<file path="config.mk">
export PLATFORM = sky130hd
export DESIGN_NAME = shl_barrel_pipe
export DESIGN_NICKNAME = d
export VERILOG_FILES = /design/src/rtl/shl_pkg.sv /design/src/rtl/shl_stage.sv /design/src/rtl/shl_barrel_pipe.sv
export SDC_FILE = /design/constraint.sdc
export NUM_CORES = 1
export LEC_CHECK = 0
export BUFFER_PORTS_ARGS = -buffer_cell sky130_fd_sc_hd__buf_4
export CORE_MARGIN = 8
export CORE_UTILIZATION = 50
export CTS_CLUSTER_SIZE = 20
export DETAILED_ROUTE_END_ITERATION = 8
export PLACE_DENSITY = 0.71
export SYNTH_ARGS = -nofsm -noshare
export SYNTH_HDL_FRONTEND = slang
export SYNTH_HIERARCHICAL = 1
export SYNTH_SLANG_ARGS = --single-unit
</file>
<file path="constraint.sdc">
create_clock -name clk -period 3.7 [get_ports clk]
set_clock_uncertainty 0.2 [all_clocks]
set_input_delay 0 -clock clk [delete_from_list [all_inputs] [get_ports clk]]
set_output_delay 0 -clock clk [all_outputs]
set_load 0.01 [all_outputs]
</file>
<file path="src/rtl/shl_pkg.sv">
// Shared types and helpers for the pipelined left barrel shifter.
// A stage record carries one beat plus the control bits later stages still need.
package shl_pkg;

  localparam int SHL_WIDTH = 8;
  localparam int SHL_SHW   = 3;

  typedef struct packed {
    logic                 valid;
    logic [SHL_WIDTH-1:0] data;
    logic [SHL_SHW-1:0]   shamt;
    logic                 rot;
  } stage_t;

  // Left shift or rotate by a constant amount. The upper half of {data, data}
  // shifted left is exactly the rotated word.
  function automatic logic [SHL_WIDTH-1:0] shl_step(input logic [SHL_WIDTH-1:0] data,
                                                    input int unsigned          amt,
                                                    input logic                 rot);
    logic [2*SHL_WIDTH-1:0] wide;
    wide = {data, data} << amt;
    return rot ? wide[2*SHL_WIDTH-1 -: SHL_WIDTH] : (data << amt);
  endfunction

endpackage

</file>
<file path="src/rtl/shl_stage.sv">
// One registered barrel-shifter stage: shifts by AMT when shamt[BIT] is set,
// with a valid/ready pipeline register that loads when empty or draining.
module shl_stage
  import shl_pkg::*;
#(
  parameter int unsigned AMT = 1,
  parameter int          BIT = 0
) (
  input  logic                 clk,
  input  logic                 rst_n,
  input  logic                 up_valid,
  input  logic [SHL_WIDTH-1:0] up_data,
  input  logic [SHL_SHW-1:0]   up_shamt,
  input  logic                 up_rot,
  output logic                 up_ready,
  output logic                 dn_valid,
  output logic [SHL_WIDTH-1:0] dn_data,
  output logic [SHL_SHW-1:0]   dn_shamt,
  output logic                 dn_rot,
  input  logic                 dn_ready
);

  stage_t r;

  // A full stage that drains this cycle can take the next beat at once.
  assign up_ready = !r.valid || dn_ready;

  always_ff @(posedge clk) begin
    if (!rst_n) begin
      // NOTE: data/shamt/rot are cleared too, not just valid, so out_data reads
      // 0x00 after reset instead of a stale beat.
      r <= '0;
    end else if (up_ready) begin
      // NOTE: non-blocking assignments here so every stage samples the value its
      // upstream neighbour held before this edge, independent of block ordering.
      r.valid <= up_valid;
      r.data  <= up_shamt[BIT] ? shl_step(up_data, AMT, up_rot) : up_data;
      r.shamt <= up_shamt;
      r.rot   <= up_rot;
    end
  end

  assign dn_valid = r.valid;
  assign dn_data  = r.data;
  assign dn_shamt = r.shamt;
  assign dn_rot   = r.rot;

endmodule

</file>
<file path="src/rtl/shl_barrel_pipe.sv">
// 8-bit left barrel shifter (logical or rotate), three stages shifting by 1, 2, 4,
// with valid/ready on both sides; in_ready is combinational from out_ready.
module shl_barrel_pipe
  import shl_pkg::*;
#(
  parameter int WIDTH = SHL_WIDTH,
  parameter int SHW   = SHL_SHW
) (
  input  logic             clk,
  input  logic             rst_n,
  input  logic             in_valid,
  output logic             in_ready,
  input  logic [WIDTH-1:0] in_data,
  input  logic [SHW-1:0]   in_shamt,
  input  logic             in_rot,
  output logic             out_valid,
  input  logic             out_ready,
  output logic [WIDTH-1:0] out_data
);

  // pipe[k] is the register of stage k; rdy[k-1] is the ready into stage k,
  // and rdy[3] is the downstream ready.
  stage_t     pipe [1:3];
  logic [3:0] rdy;

  assign rdy[3] = out_ready;

  shl_stage #(.AMT(1), .BIT(0)) u_s1 (
    .clk      (clk),
    .rst_n    (rst_n),
    .up_valid (in_valid),
    .up_data  (in_data),
    .up_shamt (in_shamt),
    .up_rot   (in_rot),
    .up_ready (rdy[0]),
    .dn_valid (pipe[1].valid),
    .dn_data  (pipe[1].data),
    .dn_shamt (pipe[1].shamt),
    .dn_rot   (pipe[1].rot),
    .dn_ready (rdy[1])
  );

  shl_stage #(.AMT(2), .BIT(1)) u_s2 (
    .clk      (clk),
    .rst_n    (rst_n),
    .up_valid (pipe[1].valid),
    .up_data  (pipe[1].data),
    .up_shamt (pipe[1].shamt),
    .up_rot   (pipe[1].rot),
    .up_ready (rdy[1]),
    .dn_valid (pipe[2].valid),
    .dn_data  (pipe[2].data),
    .dn_shamt (pipe[2].shamt),
    .dn_rot   (pipe[2].rot),
    .dn_ready (rdy[2])
  );

  shl_stage #(.AMT(4), .BIT(2)) u_s3 (
    .clk      (clk),
    .rst_n    (rst_n),
    .up_valid (pipe[2].valid),
    .up_data  (pipe[2].data),
    .up_shamt (pipe[2].shamt),
    .up_rot   (pipe[2].rot),
    .up_ready (rdy[2]),
    .dn_valid (pipe[3].valid),
    .dn_data  (pipe[3].data),
    .dn_shamt (pipe[3].shamt),
    .dn_rot   (pipe[3].rot),
    .dn_ready (rdy[3])
  );

  assign in_ready  = rdy[0];
  assign out_valid = pipe[3].valid;
  assign out_data  = pipe[3].data;

endmodule

</file>
Word level (Yosys, flattened, before mapping)
Index checks and enable logic that the tools add are counted.
{ "totals": {"in_bits": 16, "regBits": 35, "output_inout_bits": 10, "elab_cells": 22} }
{ "op_classes": {"muxes": 6, "reduce_logical": 6} }
{ "op_table": {"columns": ["op", "count"], "rows": [
  ["8-bit 2-to-1 mux", 3],
  ["4-bit 2-to-1 mux", 1],
  ["1-bit logical NOT", 3],
  ["1-bit logical OR", 3],
  ["2-bit 2-to-1 mux", 1],
  ["1-bit 2-to-1 mux", 1]
]} }

Logic depth before layout (Yosys ltp)
{ "depth": {"word_depth": 4, "depth_mapped": 11, "mapped_depth_nobuf": 8} }

By module
The synthesis kept the hierarchy.
{ "modules_own_cells": {"columns": ["module", "seq_area_each_um2", "cells_per_inst", "instances", "area_per_inst_um2"], "rows": [
  ["shl_stage at u_s3", 260.2, 60, 1, 560.5],
  ["shl_stage at u_s2", 260.2, 58, 1, 555.5],
  ["shl_stage at u_s1", 260.2, 57, 1, 546.8]
]} }

Worst setup path before layout
No wires, ideal clock.
{ "synth_path": {"kind": "register to register", "startpoint": "reg u_s3.r (netlist bit u_s3/dn_valid)", "endpoint": "reg u_s1.r (netlist bit u_s1/dn_data[0])", "arrival_time_ns": 1.597, "slack_ns": 1.784, "setup_ns": 0.119, "required_time_ns": 3.381, "path_stages_with_launch": 12, "synth_period_minus_slack_ns": 1.916, "n_path_buf": 3, "path_cell_list": "dfxtp_1 nor2b_4 inv_2 buf_6 nor2b_4 inv_4 buf_6 nor2b_4 inv_2 buf_6 o21ai_1 a21oi_1"} }
{ "synth_via": {"elab_chain_len": 4} }
{ "synth_lines": {"columns": ["item", "line", "rtl"], "rows": [
  ["start: declaration", "shl_stage.sv:23", "stage_t r;"],
  ["1-bit logical NOT", "shl_stage.sv:26", "assign up_ready = !r.valid || dn_ready;"],
  ["1-bit logical OR", "shl_stage.sv:26", null],
  ["net rdy[2]", "shl_barrel_pipe.sv:24", "logic [3:0] rdy;"],
  ["1-bit logical OR", "shl_stage.sv:26", null],
  ["net rdy[1]", "shl_barrel_pipe.sv:24", null],
  ["1-bit logical OR", "shl_stage.sv:26", null],
  ["end: declaration", "shl_stage.sv:23", null]
]} }
The timed path passes the listed nets, and every way through them passes these cells.
A chain may end at the register's enable or synchronous reset.

Worst setup path in the final report
{ "layout_path": {"startpoint": "reg u_s3.r (netlist bit u_s3/dn_valid)", "endpoint": "reg u_s1.r (netlist bit u_s1/dn_shamt[2])"} }
Same word-level chain as after synthesis.

==> key figures <==
Outcome
  – Status: completed

Route
  – Routed vias/inst: between 5 and 6
  – DRC violations left: 0
  – Initial DRC Count: 73
  – Detailed Route WL: between 3000 and 4000 um
  – Avg WL per Cell: 13.5 um
  – DRT Pass-1 Iters: 4
  – Vias: around 1200
  – Post-DRT Antenna Nets: 0

Yosys
  – Post-Synthesis Cells: 147
  – Syn Nets: 163
  – Synth Warn #: 6
  – Netlist Area Pre-Place: 1410 um2
  – Syn avg cell area: just under 10 um2

STA
  – RSZ-0062 raised after global routing: no
  – Setup Viol. Count Final: 0
  – Tcrit/Tclk final: 66.2%
  – Hold_ws: around 280 ps
  – Fin. max-slew vios: 0
  – Final hold vios: 0
  – Final min period: ~2400 ps
  – Fin worst setup slack: 1250 ps
  – Max-Slew Margin vs Limit: 68.9%
  – Setup TNS: 0 ps
  – Worst slew pin tran: 466 ps
  – Max Clk Rate: 408 MHz

Critical path
  – CP Class: reg -> reg
  – Slowest Stage Delay on Critical Path: 600 ps
  – Worst path required time: 3770 ps
  – Crit path cell chain: nor2b_4 -> inv_2 -> nor2b_4 -> inv_4 -> nor2b_4 -> inv_2 -> nand2_1 -> a21boi_0 -> dlygate4sd3_1
  – Crit. End Element: flop
  – CP dominant cell by count: nor2b_4
  – CP top delay family: buffers and inverters
  – CP max-delay cell: dlygate4sd3_1
  – CP Launch Type: flop
  – CP max FO: 20
  – Critical Path AT: between 2000 and 3000 ps
  – Worst path bufs/invs: 4

Placement
  – GP Congestion: 0.709
  – Post-Place Setup Slack: ~1900 ps
  – Hpwl dp: 1940 um
  – Port Buffers: 25

Clock tree
  – TritonCTS Sinks: 32
  – Clk slew on worst S/H paths: 90 ps
  – H-tree Lvls: 2
  – Num CTS Buffers: 5
  – Post-CTS Setup Bufs: 0
  – TritonCTS clock tree: built
  – Clk root buf: clkbuf_4
  – Clk_lat worst skew: approximately 330 ps
  – CTS max path bufs: 2

Global routing
  – Overall routing resource usage: 13.2%
  – Largest net degree at the start of global routing: 33
  – Initial antenna violation count: 0
  – GRT Residual Overflow: 0
  – Global-route wire length before repair: 5260 um
  – Vias in the first global route: 1154

Floorplanning
  – Overall die height: about 69 um
  – Initial Util: 52.2%
  – Die Wd: 69.2 um
  – Die area: 4790 um2
  – Ports: 26
  – Core ar.: 2710 um2
  – Core Rows: 19

Power and ir drop
  – Peak supply drop: 0.279 mV
  – Pleak: 0.786 nW
  – PwrDens: 361 nW/um2

Run
  – Max cap viols: 0

Hold path
  – Hold WC Path Type: reg -> reg

Layout
  – Fraction of layout cells with a size suffix above 1: 20.7%
  – Final net count: 213
  – Layout area overhead: 34.0%
  – N_diodes: 0
  – Footprint of the multi-input gates: ~650 um2
  – Register Area: 641 um2
  – Fillers: 225
[per-layer routing]
metal,vias up,part of all wire [%],GRT usage (%)
li1,620,-,-
met1,551,42,13.2
met2,29,49,22.5
met3,5,7.1,6.72
met4,0,1.7,5.47
met5,-,0,0
[report_power, final]
group	switching (mW)	internal (mW)	leakage (nW)
registers	0.0168	0.363	0.264
clock network	0.111	0.0937	0.0326
logic	0.0363	0.0631	0.490
total	0.164	0.520	0.786
[registers in the layout, indices dropped and copies added, names as in the netlist]
register       flops
u_s1/dn_rot        1
u_s2/dn_rot        1
u_s2/dn_data       8
u_s3/dn_valid      1
u_s2/dn_shamt      1
u_s1/dn_valid      1
u_s1/dn_shamt      2
u_s2/dn_valid      1
u_s3/dn_data       8
u_s1/dn_data       8
[stage by stage]
step | util [%] | cell area [um2] | instances | power, mW
final | 69.9 | 1890 | 229 | 0.684
after global placement | 56.6 | 1540 | 191 | 0.455
after floorplan | - | 1410 | 147 | 0.431
after detailed placement | 56.6 | 1540 | 191 | 0.458
after CTS | 69.9 | 1890 | 229 | 0.688
after global routing | 69.9 | 1890 | 229 | 0.722
[placed cells by master, fill, tap and decap left out]
cell and n:
inv_2 2, o21ai_2 4, nand2_1 10, a21oi_1 24, a21boi_1 3, a21boi_0 2
dlygate4sd3_1 30, clkbuf_4 5, buf_4 25, and2b_1 2, nor2b_1 5, inv_4 1
a31oi_1 7, dfxtp_1 32, mux2i_1 17, o21a_1 3, o21ai_1 20, clkbuf_8 1
clkbuf_1 2, nor2b_4 3
[final cells by class]
cell class | count | area share [%]
Multi-Input combinational cell | 100 | 34.5
Sequential cell | 32 | 33.8
Timing Repair Buffer | 55 | 25.8
Clock buffer | 8 | 3.10
Tap cell | 31 | 2.05
Inverter | 3 | 0.727
[what timing repair did]
action	4_1_cts	5_1_grt
resized for setup	0	0
hold endpoints to repair	32	0
hold buffers	30	0
[path summary, 6_finish.rpt]
path,to,from,slack [ps],depth (start not counted)
max,u_s1/dn_shamt[2]$_SDFFE_PN0P_,u_s3/dn_valid$_SDFFE_PN0P_,1250,9
max reg2reg,u_s1/dn_shamt[2]$_SDFFE_PN0P_,u_s3/dn_valid$_SDFFE_PN0P_,1250,9
min,u_s3/dn_valid$_SDFFE_PN0P_,u_s2/dn_valid$_SDFFE_PN0P_,280,1
min reg2reg,u_s3/dn_valid$_SDFFE_PN0P_,u_s2/dn_valid$_SDFFE_PN0P_,280,1
(Power assumes the default switching activity.)
